`config.mk`:
```
export PLATFORM = sky130hd
export DESIGN_NAME = screen_timing_flat
export DESIGN_NICKNAME = d
export VERILOG_FILES = /design/src/rtl/screen_timing_pkg.sv /design/src/rtl/screen_timing_if.sv /design/src/rtl/screen_timing.sv /design/src/flat_wrapper.sv
export SDC_FILE = /design/constraint.sdc
export NUM_CORES = 1
export LEC_CHECK = 0
export BUFFER_PORTS_ARGS = -buffer_cell sky130_fd_sc_hd__buf_4
export CORE_ASPECT_RATIO = 0.7
export CORE_MARGIN = 5
export CORE_UTILIZATION = 40
export DETAILED_ROUTE_END_ITERATION = 6
export PLACE_DENSITY = 0.66
export REMOVE_ABC_BUFFERS = 1
export SETUP_SLACK_MARGIN = 0.15
export SYNTH_ARGS = -nofsm -noshare
export SYNTH_HDL_FRONTEND = slang
export SYNTH_SLANG_ARGS = --single-unit
```
`constraint.sdc`:
```
create_clock -name clk_in -period 2.3 [get_ports clk_in]
set_input_delay 0.46 -clock clk_in [delete_from_list [all_inputs] [get_ports clk_in]]
set_output_delay 0.46 -clock clk_in [all_outputs]
set_load 0.05 [all_outputs]
```
`src/rtl/screen_timing_pkg.sv`:
```
// Display constants shared by the timing generator and the raycaster.
// Also holds the counter width and a small window-decode helper.
package screen_timing_pkg;

    localparam int DISP_H_RES = 640;
    localparam int DISP_V_RES = 480;
    localparam int CNT_W      = 10;

    // True when lo <= v < hi.
    function automatic logic in_window(
        input logic [CNT_W-1:0] v,
        input logic [CNT_W-1:0] lo,
        input logic [CNT_W-1:0] hi
    );
        return (v >= lo) && (v < hi);
    endfunction

endpackage

```
`src/rtl/screen_timing_if.sv`:
```
// Beam position and sync/enable bundle carried from the timing generator
// to the video consumers.
interface screen_timing_if;
    import screen_timing_pkg::*;

    logic [CNT_W-1:0] sx_out;
    logic [CNT_W-1:0] sy_out;
    logic             hsync_out;
    logic             vsync_out;
    logic             de_out;

    modport master (output sx_out, sy_out, hsync_out, vsync_out, de_out);
    modport slave  (input  sx_out, sy_out, hsync_out, vsync_out, de_out);

endinterface

```
`src/rtl/screen_timing.sv`:
```
// Free-running raster timing generator (640x480@60 by default).
// Sync and data-enable are decoded from the next counter values and registered
// alongside the counters, so every output changes on the same edge.
module screen_timing
    import screen_timing_pkg::*;
#(
    parameter int H_RES  = DISP_H_RES,
    parameter int H_FP   = 16,
    parameter int H_SYNC = 96,
    parameter int H_BP   = 48,
    parameter int V_RES  = DISP_V_RES,
    parameter int V_FP   = 10,
    parameter int V_SYNC = 2,
    parameter int V_BP   = 33,
    parameter bit H_POL  = 1'b0,
    parameter bit V_POL  = 1'b0
) (
    input  logic           clk_in,
    input  logic           rst_in,
    screen_timing_if.master vid
);

    localparam int H_TOTAL = H_RES + H_FP + H_SYNC + H_BP;
    localparam int V_TOTAL = V_RES + V_FP + V_SYNC + V_BP;

    if ((H_TOTAL > (1 << CNT_W)) || (V_TOTAL > (1 << CNT_W))) begin : g_size_chk
        $error("screen_timing: raster totals do not fit in the position counters");
    end

    localparam logic [CNT_W-1:0] H_LAST     = CNT_W'(H_TOTAL - 1);
    localparam logic [CNT_W-1:0] V_LAST     = CNT_W'(V_TOTAL - 1);
    localparam logic [CNT_W-1:0] H_ACT      = CNT_W'(H_RES);
    localparam logic [CNT_W-1:0] V_ACT      = CNT_W'(V_RES);
    localparam logic [CNT_W-1:0] H_SYNC_LO  = CNT_W'(H_RES + H_FP);
    localparam logic [CNT_W-1:0] H_SYNC_HI  = CNT_W'(H_RES + H_FP + H_SYNC);
    localparam logic [CNT_W-1:0] V_SYNC_LO  = CNT_W'(V_RES + V_FP);
    localparam logic [CNT_W-1:0] V_SYNC_HI  = CNT_W'(V_RES + V_FP + V_SYNC);

    logic [CNT_W-1:0] r_sx;
    logic [CNT_W-1:0] r_sy;
    logic             r_hsync;
    logic             r_vsync;
    logic             r_de;

    logic [CNT_W-1:0] w_sx_nxt;
    logic [CNT_W-1:0] w_sy_nxt;
    logic             w_hsync_nxt;
    logic             w_vsync_nxt;
    logic             w_de_nxt;

    // Next beam position plus lookahead decode of sync and data enable.
    always_comb begin
        w_sx_nxt = r_sx + CNT_W'(1);
        w_sy_nxt = r_sy;
        if (r_sx == H_LAST) begin
            w_sx_nxt = '0;
            if (r_sy == V_LAST) begin
                w_sy_nxt = '0;
            end else begin
                w_sy_nxt = r_sy + CNT_W'(1);
            end
        end else begin
            w_sy_nxt = r_sy;
        end
        w_de_nxt    = (w_sx_nxt < H_ACT) && (w_sy_nxt < V_ACT);
        w_hsync_nxt = in_window(w_sx_nxt, H_SYNC_LO, H_SYNC_HI) ? H_POL : ~H_POL;
        w_vsync_nxt = in_window(w_sy_nxt, V_SYNC_LO, V_SYNC_HI) ? V_POL : ~V_POL;
    end

    // Counter and output registers; reset parks the beam at the top-left pixel.
    always_ff @(posedge clk_in) begin
        if (rst_in) begin
            r_sx    <= '0;
            r_sy    <= '0;
            r_de    <= 1'b1;
            r_hsync <= ~H_POL;
            r_vsync <= ~V_POL;
        end else begin
            r_sx    <= w_sx_nxt;
            r_sy    <= w_sy_nxt;
            r_de    <= w_de_nxt;
            r_hsync <= w_hsync_nxt;
            r_vsync <= w_vsync_nxt;
        end
    end

    assign vid.sx_out    = r_sx;
    assign vid.sy_out    = r_sy;
    assign vid.hsync_out = r_hsync;
    assign vid.vsync_out = r_vsync;
    assign vid.de_out    = r_de;

endmodule

```
`src/flat_wrapper.sv`:
```
// flat-port wrapper written by rule: the top's interface ports become plain ports
module screen_timing_flat import screen_timing_pkg::*;
#(
    parameter int H_RES  = DISP_H_RES,
    parameter int H_FP   = 16,
    parameter int H_SYNC = 96,
    parameter int H_BP   = 48,
    parameter int V_RES  = DISP_V_RES,
    parameter int V_FP   = 10,
    parameter int V_SYNC = 2,
    parameter int V_BP   = 33,
    parameter bit H_POL  = 1'b0,
    parameter bit V_POL  = 1'b0
)
  (clk_in, rst_in, vid_sx_out, vid_sy_out, vid_hsync_out, vid_vsync_out, vid_de_out);
  screen_timing_if vid_i ();
  input  logic clk_in;
  input  logic rst_in;
  output wire logic [$bits(vid_i.sx_out)-1:0] vid_sx_out;
  output wire logic [$bits(vid_i.sy_out)-1:0] vid_sy_out;
  output wire logic [$bits(vid_i.hsync_out)-1:0] vid_hsync_out;
  output wire logic [$bits(vid_i.vsync_out)-1:0] vid_vsync_out;
  output wire logic [$bits(vid_i.de_out)-1:0] vid_de_out;
  assign vid_sx_out = vid_i.sx_out;
  assign vid_sy_out = vid_i.sy_out;
  assign vid_hsync_out = vid_i.hsync_out;
  assign vid_vsync_out = vid_i.vsync_out;
  assign vid_de_out = vid_i.de_out;
  screen_timing #(.H_RES(H_RES), .H_FP(H_FP), .H_SYNC(H_SYNC), .H_BP(H_BP), .V_RES(V_RES), .V_FP(V_FP), .V_SYNC(V_SYNC), .V_BP(V_BP), .H_POL(H_POL), .V_POL(V_POL)) u_core (.clk_in(clk_in), .rst_in(rst_in), .vid(vid_i));
endmodule
```
Word-level counts from Yosys, hierarchy flattened
Cells that the tools add are included.
W data, S select, Z words.
{"block": "totals", "reg_bits": 23, "word_cells": 23}
{"block": "op_classes", "n_lt_le_gt_ge": 6, "muxes": 5, "reduce_logical": 3, "eq_ne": 2, "addsub": 2}
{"op": "$mux W10", "n": 3}
{"op": "$add A10 B1 Y10 const B", "n": 2}
{"op": "$eq A10 B10 Y1 const B", "n": 2}
{"op": "$lt A10 B10 Y1 const B", "n": 2}
{"op": "$lt A10 B9 Y1 const B", "n": 2}
{"op": "$ge A10 B10 Y1 const B", "n": 1}
{"op": "$ge A10 B9 Y1 const B", "n": 1}
{"op": "$logic_and A1 B1 Y1", "n": 3}
{"op": "$mux W1", "n": 2}

Longest topological paths before layout
Gate-level depths: netlist of run 1.
{"block": "depth", "depth_word": 6, "ltp_mapped": 9, "mapped_depth_nobuf": 6}

Worst setup path after synthesis of run 1
OpenSTA, ideal clock, no wires.
{"block": "synth_path", "path_kind": "register to register", "start": "register u_core.r_sy[0] (netlist: u_core.vid.sy_out[0])", "end": "register u_core.r_vsync (netlist: u_core.vid.vsync_out)", "arrival_ps": 2206, "setup_ps": 134, "path_slack_ps": -41, "t_required_ps": 2166, "path_stages_with_launch": 7, "path_cell_list": "dfxtp_1 ha_1 nand3_2 or4b_1 o32ai_1 a2bb2oi_2 o2111ai_1"}
{"block": "synth_between", "elab_chain_cells": 6, "elab_cells_between_ends": 8, "classes_between": "add/sub: 1; order compare: 2; eq/ne: 1; mux: 3; reduce/logical: 1"}
{"item": "start, declared", "line": "screen_timing.sv:40", "rtl": "logic [CNT_W-1:0] r_sy;"}
{"item": "start signal, assigned", "line": "screen_timing.sv:80", "rtl": "r_sy <= w_sy_nxt;"}
{"item": "$add A10 B1 Y10 or $eq A10 B10 Y1 (tied branches)", "line": "screen_timing.sv:60, screen_timing.sv:57"}
{"item": "$mux W10", "line": "screen_timing.sv:57", "rtl": "if (r_sy == V_LAST) begin"}
{"item": "$mux W10 (*)", "line": "screen_timing.sv:55", "rtl": "if (r_sx == H_LAST) begin"}
{"item": "$ge A10 B9 Y1 or $lt A10 B9 Y1 (tied branches)", "line": "screen_timing_pkg.sv:15", "rtl": "return (v >= lo) && (v < hi);"}
{"item": "$logic_and A1 B1 Y1 (*)", "line": "screen_timing_pkg.sv:15"}
{"item": "$mux W1 (*)", "line": "screen_timing.sv:67", "rtl": "w_vsync_nxt = in_window(w_sy_nxt, V_SYNC_LO, V_SYNC_HI) ? V_POL : ~V_POL;"}
{"item": "end signal, assigned", "line": "screen_timing.sv:77", "rtl": "r_vsync <= ~V_POL;"}
{"item": "end signal, assigned", "line": "screen_timing.sv:83", "rtl": "r_vsync <= w_vsync_nxt;"}
{"item": "end, declared", "line": "screen_timing.sv:42", "rtl": "logic r_vsync;"}
Every way passes the cells marked *; elsewhere a longest branch is shown, timed or not.
A chain may end at the register's enable or synchronous reset.

Final worst setup path of run 1
Same ends and word-level chain as after synthesis.

==> metrics.txt, run 1 <==
leading area contributor after synthesis dfxtp_1; Synth area leaders dfxtp_1 (34%), nor2_1 (4.7%), nor3_1 (3.7%); Worst R2R Path Depth 6; via count 1290; worst slew pin tran 0.375 ns; first-pass GRT wire length 5.59 mm; GP Congestion 0.906; pwr dens 437 nW/um^2; Root Driver clkbuf_8; register area share after synthesis 0.341; Reg2Reg Setup Slack 0.27 ns; Max clock buf depth 2; H-tree levels 1; share of the synthesized area in the top cell type 0.341; Layout fillers 306; I/O pin total 25; die area 4660 um^2; GR Overflow Total 0; TNS Setup 0 ns; Die Ht 58.6 um; share of post-route cells with drive strength above 1 0.243; slew margin rel. 0.749; startpoint types flop; CTS tree built; final hold vios 0; All-Layer GR Usage 0.153; die width 79.5 um; Peak VDD IR 327 uV; Max-Cap Viols 0; antenna violations before repair 0; total wire length 3.40 mm; Nets 187; Post-synth EDFFs 0; endpoint type of the worst setup path flop; post-synthesis cell type count 53; Area Growth Syn to Fin 18.9%; Residual DRC 0; crit path max fanout 8; PortBufs 24; total CTS buffers 3; flops & latches, synth 23; run status finished, final reports clean; FP Rows 17; # diodes 0; post-DR wirelength/cell 15.5 um; setup bufs post-CTS 0; Leak 0.565 nW; Final Power 0.702 mW; Mapped Cells 159; mean area per synthesized cell 8.50 um^2; Final Cycle Share 0.884; HP Class reg -> reg; area of the mapped netlist 1350 um^2; drt pass-1 iters 4; Worst R2R End u_core.vid.vsync_out; critical path class reg -> reg; Clock transition at path regs 0.08 ns; Max Fclk 492 MHz; Iteration-0 DRC Markers 169; Worst Path Required 2.42 ns; HP Start u_core.vid.sx_out[0]; clock skew 0.00777 ns; via density per instance 5.89; final setup fails 0; vias in the first global route 1113; clk sink count 23; Post-synth ARST share 0; Antenna Nets Post-Route 0; Ys Warns 0; Post-synth top flop dfxtp_1; RSZ-0062 raised after global routing false; post-DP HPWL 2.40 mm; Hold Crit Depth 1; RR Startpoint u_core.vid.sy_out[0]; fin. max-slew vios 0; latest clock arrival within the worst-skew pair 0.27 ns; largest net degree at the start of global routing 22; hold_buf cts 0; Core Box Area 3190 um^2; Initial Util 0.424; critical path arrival 2.15 ns; min Tclk post-route 2.03 ns; Hold Path Sink u_core.vid.sx_out[0]
cell type report:
class	count	area (um^2)	area share
Multi-Input combinational cell	122	825	0.513
Clock buffer	4	45.0	0.0280
Timing Repair Buffer	28	210	0.131
Sequential cell	23	464	0.289
Tap cell	38	47.5	0.0296
Inverter	4	15.0	0.00935
worst max-delay path, cell delays in order, from the launching register on:
cell,delay [ns]
dfxtp_2,0.43
ha_4,0.19
nand3_2,0.14
or4b_1,0.53
o32ai_2,0.26
a2bb2oi_2,0.21
o2111ai_1,0.14
where the power goes:
| group | internal [mW] | total, mW | switching (mW) |
|---|---|---|---|
| Combinational | 0.0118 | 0.0407 | 0.0289 |
| Clock | 0.124 | 0.253 | 0.129 |
| Sequential | 0.402 | 0.408 | 0.00612 |
timing repair:
| action | in CTS | in global routing |
|---|---|---|
| setup endpoints to repair | 1 | 3 |
| pin swaps | 0 | 0 |
| resized for setup | 2 | 5 |
kinds of logic (layout without fill, tap and decap cells):
kind of cell | Yosys count | in the layout | synth area share
flops | 23 | 23 | 0.341
simple gates | 74 | 74 | 0.328
compound gates | 37 | 37 | 0.187
xor+xnor | 8 | 8 | 0.0519
fa+ha+maj | 3 | 3 | 0.0278
buf+inv | 14 | 36 | 0.0648
how the worst max path moves through the flow:
stage	from	to	slack (ns)	cells after the start
floorplan	u_core.vid.sx_out[0]	u_core.vid.vsync_out	-0.1	6
global placement	u_core.vid.sy_out[0]	u_core.vid.vsync_out	0.22	6
detailed placement	u_core.vid.sy_out[0]	u_core.vid.vsync_out	0.12	6
CTS	u_core.vid.sx_out[0]	u_core.vid.vsync_out	0.15	6
global route	u_core.vid.sy_out[0]	u_core.vid.vsync_out	0.17	6
finish	u_core.vid.sy_out[0]	u_core.vid.vsync_out	0.27	6
cell usage after synthesis, types with 2 or more instances:
cell / n
nand2_1: 8
a31oi_1: 4
dfxtp_1: 23
inv_1: 4
xor2_1: 5
or4_1: 2
o211ai_1: 2
and3_1: 3
nor2_1: 17
xnor2_1: 3
nor3_1: 10
and2_1: 3
buf_6: 2
o21ai_0: 10
buf_4: 3
nand4_1: 6
a21oi_1: 6
nor4_1: 3
nor2b_1: 2
buf_2: 2
nand3_1: 6
ha_1: 3
clkbuf_1: 2
cells in the final DEF (no fill, tap or decap), types with 5 or more instances in the layout:
cell type  instances
dfxtp_1           20
nor2_1            17
a21oi_1            6
nand3_1            6
nor3_1            10
buf_4             28
nand2_1            8
xor2_1             5
o21ai_0           10
nand4_1            6
sequential cells by signal, summed over array words and instances (netlist names):
register              count
u_core.vid.sx_out        10
u_core.vid.hsync_out      1
u_core.vid.sy_out        10
u_core.vid.de_out         1
u_core.vid.vsync_out      1
through the flow:
stage / std cells / instance area [um^2] / util / hold WS (ns) / setup WS [ns]
2_1_floorplan: 149 / 1280 / - / 0.529 / -0.0975
3_5_place_dp: 215 / 1540 / 0.482 / 0.511 / 0.122
6_report: 219 / 1610 / 0.504 / 0.524 / 0.267
3_3_place_gp: 215 / 1540 / 0.482 / 0.497 / 0.221
5_1_grt: 219 / 1610 / 0.504 / 0.527 / 0.173
4_1_cts: 219 / 1590 / 0.497 / 0.523 / 0.152
layer usage:
layer,vias to the layer above,track usage,share of wire
met1,600,0.227,0.50
met4,0,0.0539,0.010
met2,43,0.208,0.43
met5,-,0,0
li1,641,-,-
met3,6,0.0443,0.055
Power figures use the tool's default switching activity.
==> run 2: changes to the inputs <==
CORE_MARGIN = 10   (was 5)
CTS_CLUSTER_DIAMETER = 100   (was unset)
RECOVER_POWER = 100   (was unset)
==> run 2 against run 1 <==
Cell count up 0.46%. Die area up 32%. Largest cell class unchanged. Hold slack worse by 0.0030 ns. Critical endpoint unchanged. Design area down 6.2%. Clock skew down 0.0049 ns. Via count down 3.5%. Sequential share of layout area up 1.8 points. Maximum frequency down 1.7%. Highest routed layer is now met3. Flip-flop and latch count unchanged. Power down 1.3%. Critical path depth unchanged. Sequential power about the same.
==> metrics.txt, run 2 (synthesized netlist as in run 1, its figures left out) <==
Nets 188; via count 1245; startpoint types flop; Iteration-0 DRC Markers 104; Initial Util 0.424; clk sink count 23; Hold Crit Depth 1; endpoint type of the worst setup path flop; fin. max-slew vios 0; most frequent cells in the layout clkbuf_1 (26), dfxtp_1 (21), nor2_1 (17); commonest non-fill, non-tap cell in the layout clkbuf_1; # diodes 0; CTS tree built; placed insts 216; HP Start u_core.vid.sx_out[0]; CP max stage cell and3_1; critical path class reg -> reg; die area 6140 um^2; Hold Path Sink u_core.vid.sx_out[0]; critical path's largest stage delay 0.44 ns; RSZ-0062 raised after global routing false; Worst Path Required 2.43 ns; post-DP HPWL 2.50 mm; total CTS buffers 3; Max clock buf depth 2; GRT met2 Usage 0.165; Reg area 463 um^2; H-tree levels 1; RR Startpoint u_core.vid.sx_out[0]; run status finished, final reports clean; worst slew pin tran 0.618 ns; GP Congestion 0.935; first-pass GRT wire length 5.49 mm; All-Layer GR Usage 0.111; crit path max fanout 13; CP Cell Sequence ha_1 > and4_1 > and3_1 > and2_4 > nor4b_1 > o2111ai_1; min Tclk post-route 2.07 ns; met3 usage in global routing 0.0281; Worst R2R Path Depth 6; Die Ht 68.6 um; pwr dens 459 nW/um^2; Worst R2R End u_core.vid.vsync_out; I/O pin total 25; die width 89.5 um; Root Driver clkbuf_8; FP Rows 17; largest net degree at the start of global routing 22; hold_ws 0.521 ns; Reg2Reg Setup Slack 0.23 ns; clock skew 0.00284 ns; DP Worst Slack 0.143 ns; PortBufs 24; TNS Setup 0 ns; Core Box Area 3190 um^2; Layout fillers 340; post-DR wirelength/cell 15.4 um; Peak VDD IR 282 uV; final setup fails 0; critical path arrival 2.20 ns; GR Layer Usage met1 0.157; via density per instance 5.66; multi-input gate area in the final layout 813 um^2; Antenna Nets Post-Route 0; Max-Cap Viols 0; GR Overflow Total 0; latest clock arrival within the worst-skew pair 0.26 ns; slew margin rel. 0.590; vias in the first global route 1129; Max Fclk 483 MHz; global routing's busiest layer met2; final worst slack 0.231 ns; total wire length 3.39 mm; final hold vios 0; HP Class reg -> reg; drt pass-1 iters 4; setup bufs post-CTS 0; post-route insts no fill 220; Final Cycle Share 0.899; share of post-route cells with drive strength above 1 0.0989; antenna violations before repair 0; Leak 0.468 nW; Clock transition at path regs 0.08 ns; Area Growth Syn to Fin 11.6%; Residual DRC 0
[run 2: critical path, delay by kind of cell, from the launching register on]
kind | cells | cell delay (ns)
compound gates | 1 | 0.13
simple gates | 4 | 1.14
fa+ha+maj | 1 | 0.27
flops | 1 | 0.40
[run 2: power breakdown]
| part | internal, mW | total (mW) | switching (mW) | leakage (nW) |
|---|---|---|---|---|
| Clock | 0.124 | 0.248 | 0.125 | 0.0228 |
| Combinational | 0.00788 | 0.0363 | 0.0284 | 0.258 |
| Sequential | 0.402 | 0.408 | 0.00595 | 0.187 |
[run 2: final cells by class]
cell class | count | area share
Multi-Input combinational cell | 122 | 0.539
Timing Repair Buffer | 29 | 0.0822
Sequential cell | 23 | 0.307
Inverter | 4 | 0.00996
Tap cell | 38 | 0.0315
Clock buffer | 4 | 0.0299
[run 2: metrics by stage]
stage | instance area (um^2) | power [mW] | utilization
floorplan | 1280 | 0.441 | -
global placement | 1540 | 0.458 | 0.484
detailed placement | 1540 | 0.458 | 0.484
CTS | 1590 | 0.710 | 0.499
global route | 1510 | 0.728 | 0.473
finish | 1510 | 0.693 | 0.473
[run 2: how the worst max path moves through the flow]
stage / startpoint / to / cells past startpoint
3_5_place_dp: u_core.vid.sy_out[0] / u_core.vid.vsync_out / 6
3_3_place_gp: u_core.vid.sy_out[0] / u_core.vid.vsync_out / 6
4_1_cts: u_core.vid.sy_out[0] / u_core.vid.vsync_out / 6
2_1_floorplan: u_core.vid.sx_out[0] / u_core.vid.vsync_out / 6
6_report: u_core.vid.sx_out[0] / u_core.vid.vsync_out / 6
5_1_grt: u_core.vid.sx_out[0] / u_core.vid.vsync_out / 6
[run 2: metal layers]
metal  wire, um  vias up
met4          0        0
met1       1730      572
met2       1430       34
met5          0        -
li1           -      639
met3        223        0
[run 2: what timing repair did]
item                                    CTS  global route
hold buffers                              0             0
endpoints found under the setup margin    1             2
gates resized for setup                   1             4
gates cloned                              0             0
